--- config.mk ---
export PLATFORM = sky130hd
export DESIGN_NAME = dac_sample_sequencer
export DESIGN_NICKNAME = d
export VERILOG_FILES = /design/src/rtl/dac_sample_sequencer_pkg.sv /design/src/rtl/dac_sample_sequencer_sync_fifo.sv /design/src/rtl/dac_sample_sequencer.sv
export SDC_FILE = /design/constraint.sdc
export NUM_CORES = 1
export LEC_CHECK = 0
export CAP_MARGIN = 30
export CORE_MARGIN = 1
export CORE_UTILIZATION = 51
export CTS_BUF_LIST = sky130_fd_sc_hd__clkbuf_4 sky130_fd_sc_hd__clkbuf_8 sky130_fd_sc_hd__clkbuf_16
export CTS_CLUSTER_DIAMETER = 200
export DETAILED_ROUTE_END_ITERATION = 7
export PLACE_DENSITY_LB_ADDON = 0.2
export SKIP_CTS_REPAIR_TIMING = 1
export SLEW_MARGIN = 40
export SYNTH_ARGS = -nofsm -noshare
export SYNTH_HDL_FRONTEND = slang
export SYNTH_SLANG_ARGS = --single-unit
--- constraint.sdc ---
create_clock -name clk -period 2.4 [get_ports clk]
set_clock_uncertainty 0.05 [all_clocks]
set_input_delay 0.6 -clock clk [delete_from_list [all_inputs] [get_ports clk]]
set_output_delay 0.6 -clock clk [all_outputs]
set_load 0.005 [all_outputs]
--- src/rtl/dac_sample_sequencer_pkg.sv ---
// Shared types and DAC command-word layout for the sample sequencer.
package dac_pkg;

  typedef enum logic [1:0] {
    IDLE      = 2'd0,
    WAIT_LOW  = 2'd1,
    WAIT_HIGH = 2'd2
  } seq_state_t;

  localparam int CH_BIT   = 15;
  localparam int GA_BIT   = 13;
  localparam int SHDN_BIT = 12;
  localparam int DATA_LSB = 4;
  localparam int DATA_W   = 8;

  // Channel A, bit 14 unused, low nibble of the word is always zero.
  function automatic logic [15:0] build_frame(input logic gain, input logic shdn,
                                              input logic [DATA_W-1:0] sample);
    logic [15:0] f;
    f = '0;
    f[CH_BIT] = 1'b0;
    f[GA_BIT] = gain;
    f[SHDN_BIT] = shdn;
    f[DATA_LSB +: DATA_W] = sample;
    return f;
  endfunction

endpackage

--- src/rtl/dac_sample_sequencer_sync_fifo.sv ---
// Single-clock FIFO; read data is combinational from the head entry.
// A push is accepted while full only when a pop happens in the same cycle.
module sync_fifo #(
  parameter int WIDTH = 8,
  parameter int DEPTH = 8
) (
  input  logic                   clk,
  input  logic                   rst,
  input  logic                   push,
  input  logic [WIDTH-1:0]       push_data,
  input  logic                   pop,
  output logic [WIDTH-1:0]       pop_data,
  output logic                   full,
  output logic                   empty,
  output logic [$clog2(DEPTH):0] level
);

  localparam int AW = $clog2(DEPTH);

  logic [WIDTH-1:0] mem [DEPTH];
  logic [AW-1:0]    wr_ptr;
  logic [AW-1:0]    rd_ptr;
  logic             do_push;
  logic             do_pop;

  assign full     = (level == (AW+1)'(DEPTH));
  assign empty    = (level == '0);
  assign do_pop   = pop & ~empty;
  assign do_push  = push & (~full | do_pop);
  assign pop_data = mem[rd_ptr];

  always_ff @(posedge clk) begin
    if (rst) begin
      wr_ptr <= '0;
      rd_ptr <= '0;
      level  <= '0;
    end else begin
      if (do_push) wr_ptr <= wr_ptr + AW'(1);
      if (do_pop)  rd_ptr <= rd_ptr + AW'(1);
      case ({do_push, do_pop})
        2'b10:   level <= level + (AW+1)'(1);
        2'b01:   level <= level - (AW+1)'(1);
        default: level <= level;
      endcase
    end
  end

  always_ff @(posedge clk) begin
    if (do_push) mem[wr_ptr] <= push_data;
  end

endmodule

--- src/rtl/dac_sample_sequencer.sv ---
// Paces buffered samples out to the SPI DAC stage at a fixed rate; st_rise/frame one cycle after the tick.
// s_ready drops only when the sample FIFO is full; ticks during a frame are dropped and flagged.
module dac_sample_sequencer
  import dac_pkg::*;
#(
  parameter int RATE_DIV    = 1000,
  parameter int FIFO_DEPTH  = 8,
  parameter int ACK_TIMEOUT = 4
) (
  input  logic                        clk,
  input  logic                        rst,
  input  logic                        enable,
  input  logic                        s_valid,
  input  logic [7:0]                  s_data,
  output logic                        s_ready,
  input  logic                        gain_x1,
  input  logic                        shdn_n,
  input  logic                        spi_ncs,
  output logic                        st_rise,
  output logic [15:0]                 frame,
  output logic [$clog2(FIFO_DEPTH):0] fifo_level,
  output logic                        underrun,
  output logic                        overrun,
  output logic                        no_ack,
  input  logic                        err_clr
);

  localparam int CW = $clog2(RATE_DIV);
  localparam int TW = $clog2(ACK_TIMEOUT + 1);

  seq_state_t        state;
  logic [CW-1:0]     cnt;
  logic [TW-1:0]     to_cnt;
  logic [DATA_W-1:0] last_sample;
  logic [DATA_W-1:0] fifo_data;
  logic [DATA_W-1:0] sample_sel;
  logic              tick;
  logic              fifo_full;
  logic              fifo_empty;
  logic              fifo_push;
  logic              fifo_pop;

  assign tick       = enable & (cnt == CW'(RATE_DIV - 1));
  assign s_ready    = ~fifo_full;
  assign fifo_push  = s_valid & s_ready;
  assign fifo_pop   = (state == IDLE) & tick & ~fifo_empty;
  assign sample_sel = fifo_empty ? last_sample : fifo_data;

  sync_fifo #(
    .WIDTH (DATA_W),
    .DEPTH (FIFO_DEPTH)
  ) u_fifo (
    .clk       (clk),
    .rst       (rst),
    .push      (fifo_push),
    .push_data (s_data),
    .pop       (fifo_pop),
    .pop_data  (fifo_data),
    .full      (fifo_full),
    .empty     (fifo_empty),
    .level     (fifo_level)
  );

  always_ff @(posedge clk) begin
    if (rst || !enable || tick) cnt <= '0;
    else                        cnt <= cnt + CW'(1);
  end

  always_ff @(posedge clk) begin
    if (rst) begin
      state       <= IDLE;
      to_cnt      <= '0;
      st_rise     <= 1'b0;
      frame       <= '0;
      last_sample <= '0;
      underrun    <= 1'b0;
      overrun     <= 1'b0;
      no_ack      <= 1'b0;
    end else begin
      st_rise <= 1'b0;
      // Clear first so that any set condition below in the same cycle wins.
      if (err_clr) begin
        underrun <= 1'b0;
        overrun  <= 1'b0;
        no_ack   <= 1'b0;
      end
      case (state)
        IDLE: begin
          if (tick) begin
            if (fifo_empty) underrun    <= 1'b1;
            else            last_sample <= fifo_data;
            frame   <= build_frame(gain_x1, shdn_n, sample_sel);
            st_rise <= 1'b1;
            to_cnt  <= '0;
            state   <= WAIT_LOW;
          end
        end
        WAIT_LOW: begin
          if (!spi_ncs) begin
            state <= WAIT_HIGH;
          end else if (to_cnt == TW'(ACK_TIMEOUT - 1)) begin
            no_ack <= 1'b1;
            state  <= IDLE;
          end else begin
            to_cnt <= to_cnt + TW'(1);
          end
        end
        WAIT_HIGH: begin
          if (spi_ncs) state <= IDLE;
        end
        default: state <= IDLE;
      endcase
      if (tick && state != IDLE) overrun <= 1'b1;
    end
  end

endmodule
* Yosys cells after proc, flatten, opt, wreduce, memory -nomap -nowiden
Memory sizes are Yosys's and may differ from the RTL's. A register that Yosys moved wholly into a read port is not among the register bits.
Index checks and enable logic that the tools add are counted.
** Operators by class
- Add/sub/neg operators :: 6
- Eq/ne operators :: 12
- Mux-type cells :: 26
- Bitwise gates (word level) :: 10
- Reductions and logical operators :: 14
** Operators with widths (count)
- $mux 3 :: 5
- $mux 1 :: 13
- $add 10x1->10 const B :: 1
- $eq 10x10->1 const B :: 1
- $add 3x1->3 const B :: 3
- $mux 2 :: 4
- $mux 8 :: 1
- $ne 2x2->1 const B :: 4
- $pmux 4 s2 :: 1
- $reduce_bool 2->1 :: 4
- $and 1x1->1 :: 6
- $pmux 2 s3 :: 1
- $pmux 3 s2 :: 1
- $add 4x1->4 const B :: 1
- $eq 2x1->1 const B :: 2
- $eq 2x2->1 const B :: 2
- $eq 4x4->1 const B :: 1
- $logic_not 4->1 :: 1
- $reduce_and 4->1 :: 1
- $sub 4x1->4 const B :: 1
- $eq 3x2->1 const B :: 1
- $ne 3x3->1 const B :: 1
- $not 1->1 :: 3
- $reduce_and 3->1 :: 1
- 7 further kinds :: 8
** Word-level totals
- Flip-flop bits (word level) :: 47
- Bits in writable memories :: 64
- Bits of input ports :: 16
- Memories kept :: 1
** Memories
- u_fifo.mem :: words 8, bits a word 8, read ports 1, clocked after Yosys merged registers in 1, write ports 1, RTL line dac_sample_sequencer_sync_fifo.sv:20 : logic [WIDTH-1:0] mem [DEPTH];

* Longest topological paths before layout
- Word-level depth :: 9
- Mapped depth :: 11
- Gate-level depth less buffers :: 10

* Hierarchy
From an unflattened synthesis, not the netlist that was laid out.
** Unflattened totals
- Cells, all modules :: 319
- Area, all modules :: 4531.8 µm²
** Modules (own cells, without submodules)
- sync_fifo :: instances 1, cells an instance 179, area an instance 3215.6 µm²
- dac_sample_sequencer :: instances 1, cells an instance 140, area an instance 1316.3 µm²

* Least setup slack after synthesis
Ideal clock, no wire load.
- Kind :: in2reg
- From :: input port enable
- To :: register u_fifo.level[2]
- Arrival time :: 2.402 ns
- Setup slack :: -0.122 ns
- Cell stages on the path :: 10
- Path buffers :: 1
- Path through :: nand4bb_4 nor4b_4 buf_4 ha_1 xor2_1 ha_1 a21oi_1 xor2_1 or3_1 a21oi_1
** Between the ends
- Cells in the longest elaborated chain, start to end :: 8
- Elaborated cells on any way between the ends :: 10
- Those cells by class :: eq/ne: 2; mux: 1; bitwise: 6; reduce/logical: 1
** Ends and longest elaborated chain
- from (decl) :: RTL line dac_sample_sequencer.sv:12 : input logic enable,
- $and 1x1->1 (*) :: RTL line dac_sample_sequencer.sv:43 : assign tick = enable & (cnt == CW'(RATE_DIV - 1));
- $and 1x1->1 (*) (2 in a row) :: RTL line dac_sample_sequencer.sv:46 : assign fifo_pop = (state == IDLE) & tick & ~fifo_empty;
- $and 1x1->1 (*) :: RTL line dac_sample_sequencer_sync_fifo.sv:28 : assign do_pop = pop & ~empty;
- named net u_fifo.do_pop :: RTL line dac_sample_sequencer_sync_fifo.sv:24 : logic do_pop;
- $or 1x1->1 :: RTL line dac_sample_sequencer_sync_fifo.sv:29 : assign do_push = push & (~full | do_pop);
- $and 1x1->1 :: RTL line dac_sample_sequencer_sync_fifo.sv:29
- $eq 2x1->1 / $eq 2x2->1 (equally long branches) :: RTL line dac_sample_sequencer_sync_fifo.sv:40 : case ({do_push, do_pop})
- $pmux 4 s2 / $reduce_bool 2->1 (equally long branches)
- to (signal assigned) :: RTL line dac_sample_sequencer_sync_fifo.sv:41 : 2'b10: level <= level + (AW+1)'(1);
- to (signal assigned) :: RTL line dac_sample_sequencer_sync_fifo.sv:42 : 2'b01: level <= level - (AW+1)'(1);
- to (signal assigned) :: RTL line dac_sample_sequencer_sync_fifo.sv:43 : default: level <= level;
- to (decl) :: RTL line dac_sample_sequencer_sync_fifo.sv:15 : output logic [$clog2(DEPTH):0] level
Mark *: on every way through the listed nets, which the timed path passes. The rest lies on a longest branch.
A chain may end at the register's enable or synchronous reset.

* Worst setup path after layout
- From :: register cnt[0]
- To :: register u_fifo.level[2]
** Between the ends
- Cells in the longest elaborated chain, start to end :: 9
- Elaborated cells on any way between the ends :: 11
- Those cells by class :: eq/ne: 3; mux: 1; bitwise: 6; reduce/logical: 1
** Ends and longest elaborated chain
- from (decl) :: RTL line dac_sample_sequencer.sv:32 : logic [CW-1:0] cnt;
- from (signal assigned) :: RTL line dac_sample_sequencer.sv:66 : else cnt <= cnt + CW'(1);
- $eq 10x10->1 (*) :: RTL line dac_sample_sequencer.sv:43
- $and 1x1->1 (*) :: RTL line dac_sample_sequencer.sv:43
- $and 1x1->1 (*) (2 in a row) :: RTL line dac_sample_sequencer.sv:46
- $and 1x1->1 (*) :: RTL line dac_sample_sequencer_sync_fifo.sv:28
- $or 1x1->1 :: RTL line dac_sample_sequencer_sync_fifo.sv:29
- $and 1x1->1 :: RTL line dac_sample_sequencer_sync_fifo.sv:29
- $eq 2x1->1 / $eq 2x2->1 (equally long branches) :: RTL line dac_sample_sequencer_sync_fifo.sv:40
- $pmux 4 s2 / $reduce_bool 2->1 (equally long branches)
Every way passes the cells marked *; elsewhere a longest branch is shown, timed or not.

==> summary.md <==
| Metric | Value |
|---|---|
| Primary FF master, synth | edfxtp_1 |
| DRC errors left | 0 |
| Synthesized flop and latch total | approximately 110 |
| CP max stage cell | dfxtp_4 |
| Clock sinks | 106 |
| Synth top area share | 0.445 |
| Inserted Clock Buffers | 9 |
| H-Tree Depth | 3 |
| Clock Tree Buf Depth | 2 |
| DP Worst Slack | -0.455 ns |
| Die W | 94 µm |
| Critical path's largest stage delay | 0.37 ns |
| Vias per Instance | about 5.4 |
| Synth cell types | 46 |
| Core Area | 8220 µm² |
| Total gr overflow | 0 |
| Syn. warnings | 0 |
| Crit Path Class | flip-flop to flip-flop |
| Vias in the first global route | between 2000 and 2500 |
| Synthesized area | around 4300 µm² |
| Final Max Slew Viols | 0 |
| Vias post-DR | around 2500 |
| Clk_lat worst skew | 0.37 ns |
| Clk pin slew, worst setup/hold paths | around 0.10 ns |
| Fin Hold WS | 0.424 ns |
| Drt pass-1 iters | 4 |
| Final-report setup violation count | 0 |
| Final Cycle Share | 0.967 |
| Post-synth EDFFs | between 60 and 70 |
| Area contributors post-synth | edfxtp_1 45%, dfxtp_1 19%, mux4_2 8.3% |
| DRT iter0 DRCs | 89 |
| Seq/Total Area, Yosys | 0.640 |
| Tot Pwr | about 3.3 mW |
| Cells after DPL | about 450 |
| Synth async-reset ratio | 0 |
| Non-filler cells, final | between 400 and 500 |
| Wirelength, routed | 7520 µm |
| Delay-heaviest family, CP | simple AND/OR/NAND/NOR gates |
| GRT Resource Usage Total | 0.186 |
| Initial Util | 0.525 |
| Crit path arrival time | between 2 and 3 ns |
| Worst path cell trace | ha_4 > nand4_4 > nor4b_4 > buf_4 > ha_4 > xor2_1 > ha_2 > a21oi_2 > xor2_1 > or3_1 > a21oi_2 |
| Die height | around 94 µm |
| Synth area leader | edfxtp_1 |
| Placer congestion estimate | between 0.7 and 0.8 |
| Setup ws final | about 0.08 ns |
| Type of the tightest min-delay check | flip-flop to flip-flop |
| Nets@finish | 380 |
| DR WL/cell | around 16 µm |
| Critical path peak fanout | 4 |
| FP Rows | 33 |
| Root buf cell | clkbuf_8 |
| Layout cells sized above 1 | 0.233 |
| Initial antenna violation count | 0 |
| PD cells | about 640 nW/µm² |
| Synth Area per Inst | 14.6 µm² |
| Port Buffers | 34 |
| Startpoint Class | flip-flop |
| Fin. Hold Viols | 0 |
| Leak Pwr | between 1.5 and 2 nW |
| Largest net degree at the start of global routing | 34 |
| Synth-to-Final Area Change | 19.7% |
| Worst Max-Slew Pin Slew | about 0.62 ns |
| Critical path endpoint category | flip-flop |
| Number of I/O pins | 41 |
| Cells after Synth | slightly below 300 |
| Outcome | finished clean |
| Rel. slew slack | 0.586 |
| Minimum clock period | between 2 and 2.5 ns |
| N_diodes | 0 |
| Final HPWL DP | 4880 µm |
| Maximum VDD drop | about 0.5 mV |
| CTS tree | yes |
| First-pass GRT wire length | 11600 µm |
| Max Cap Viol | 0 |
| Worst Path Required | 2.67 ns |
| Antenna Violating Nets Remaining | 0 |
| Final setup TNS | 0 ns |
| Unrepaired setup endpoints after global routing | true |
| WP buf/inv | 1 |
| Total Die Area | around 8800 µm² |
| Max Freq | between 400 and 500 MHz |
[cell type report]
class / instances / area [µm²]
Clock buffer: 9 / 124
Timing Repair Buffer: 65 / 578
Multi-Input combinational cell: 171 / 1470
Tap cell: 105 / 131
Fill cell: 610 / 3050
Sequential cell: 106 / 2770
Clock inverter: 7 / 81.3
Inverter: 3 / 11.3
[metrics by stage]
| step | util | cell area [µm²] |
|---|---|---|
| floorplan | - | 4360 |
| global placement | 0.597 | 4900 |
| detailed placement | 0.597 | 4900 |
| CTS | 0.622 | 5110 |
| global route | 0.629 | 5170 |
| finish | 0.629 | 5170 |
[cell usage in the layout, fill, tap and decap left out, types with 2 or more instances in the layout]
cell type,n
ha_4,2
ha_1,5
clkbuf_8,9
edfxtp_1,64
xnor2_1,8
mux2i_1,12
a211oi_1,7
o21ai_0,3
nand2_1,7
nor2_1,41
dfxtp_2,4
nor2b_1,3
nand4b_1,4
inv_6,3
nand2b_1,5
conb_1,6
nor3_1,7
mux4_2,16
nand3_1,6
a21oi_1,6
o41ai_1,2
clkdlybuf4s50_1,32
xor2_1,7
or3b_1,2
a21oi_2,2
dfxtp_1,37
buf_4,31
dlymetal6s2s_1,2
inv_1,3
[routing by layer]
layer  up-vias  share of wire  wire length [µm]  global-route usage
met2        51           0.52              3910               0.316
met4         0          0.017               127              0.0885
li1       1207              -                 -                   -
met3         9          0.037               281              0.0469
met5         -              0                 0                   0
met1      1239           0.43              3200               0.221
[worst min-delay path, cell delays in order, from the launching register on]
cell and delay, ns:
dfxtp_1 0.33, nand2b_1 0.06, a21oi_1 0.05
[where the power goes]
part / switching, mW / internal, mW
sequential: 0.0159 / 1.96
clock: 0.642 / 0.501
combinational: 0.0882 / 0.0894
[synth_stat cells, types with 2 or more instances]
| cell | n |
|---|---|
| edfxtp_1 | 64 |
| dfxtp_1 | 42 |
| nor2_1 | 41 |
| mux4_2 | 16 |
| mux2i_1 | 12 |
| a21oi_1 | 8 |
| buf_4 | 8 |
| ha_1 | 8 |
| xnor2_1 | 8 |
| a211oi_1 | 7 |
| nand2_1 | 7 |
| nor3_1 | 7 |
| xor2_1 | 7 |
| nand3_1 | 6 |
| nand2b_1 | 5 |
| buf_2 | 4 |
| nand4b_1 | 4 |
| buf_6 | 3 |
| clkbuf_1 | 3 |
| inv_1 | 3 |
| nor2b_1 | 3 |
| o21ai_0 | 3 |
| buf_1 | 2 |
| o41ai_1 | 2 |
| or3b_1 | 2 |
[registers in the layout (all words and copies together), names as in the netlist, 2 cells and up, named ones only]
| signal | count |
|---|---|
| cnt | 10 |
| u_fifo.level | 4 |
| frame | 3 |
| last_sample | 7 |
| u_fifo.rd_ptr | 3 |
| u_fifo.wr_ptr | 3 |
| state | 2 |
| to_cnt | 3 |
| u_fifo.mem | 64 |
[final timing paths]
path	end	cells after the start	slack (ns)	startpoint
worst min-delay path	overrun	2	0.42	overrun
worst min register to register	overrun	2	0.42	overrun
worst max-delay path	u_fifo.level[2]	11	0.08	cnt[0]
worst max register to register	u_fifo.level[2]	11	0.08	cnt[0]
[kinds of logic after synthesis]
family / synth area share
other: 0.000869
and+or+nand+nor: 0.119
AOI/OAI and AO/OA: 0.0380
xor gates and xnor gates: 0.0304
muxes: 0.114
adders and majority gates: 0.0232
buffers and inverters: 0.0345
DFF: 0.640
(Power assumes the default switching activity.)
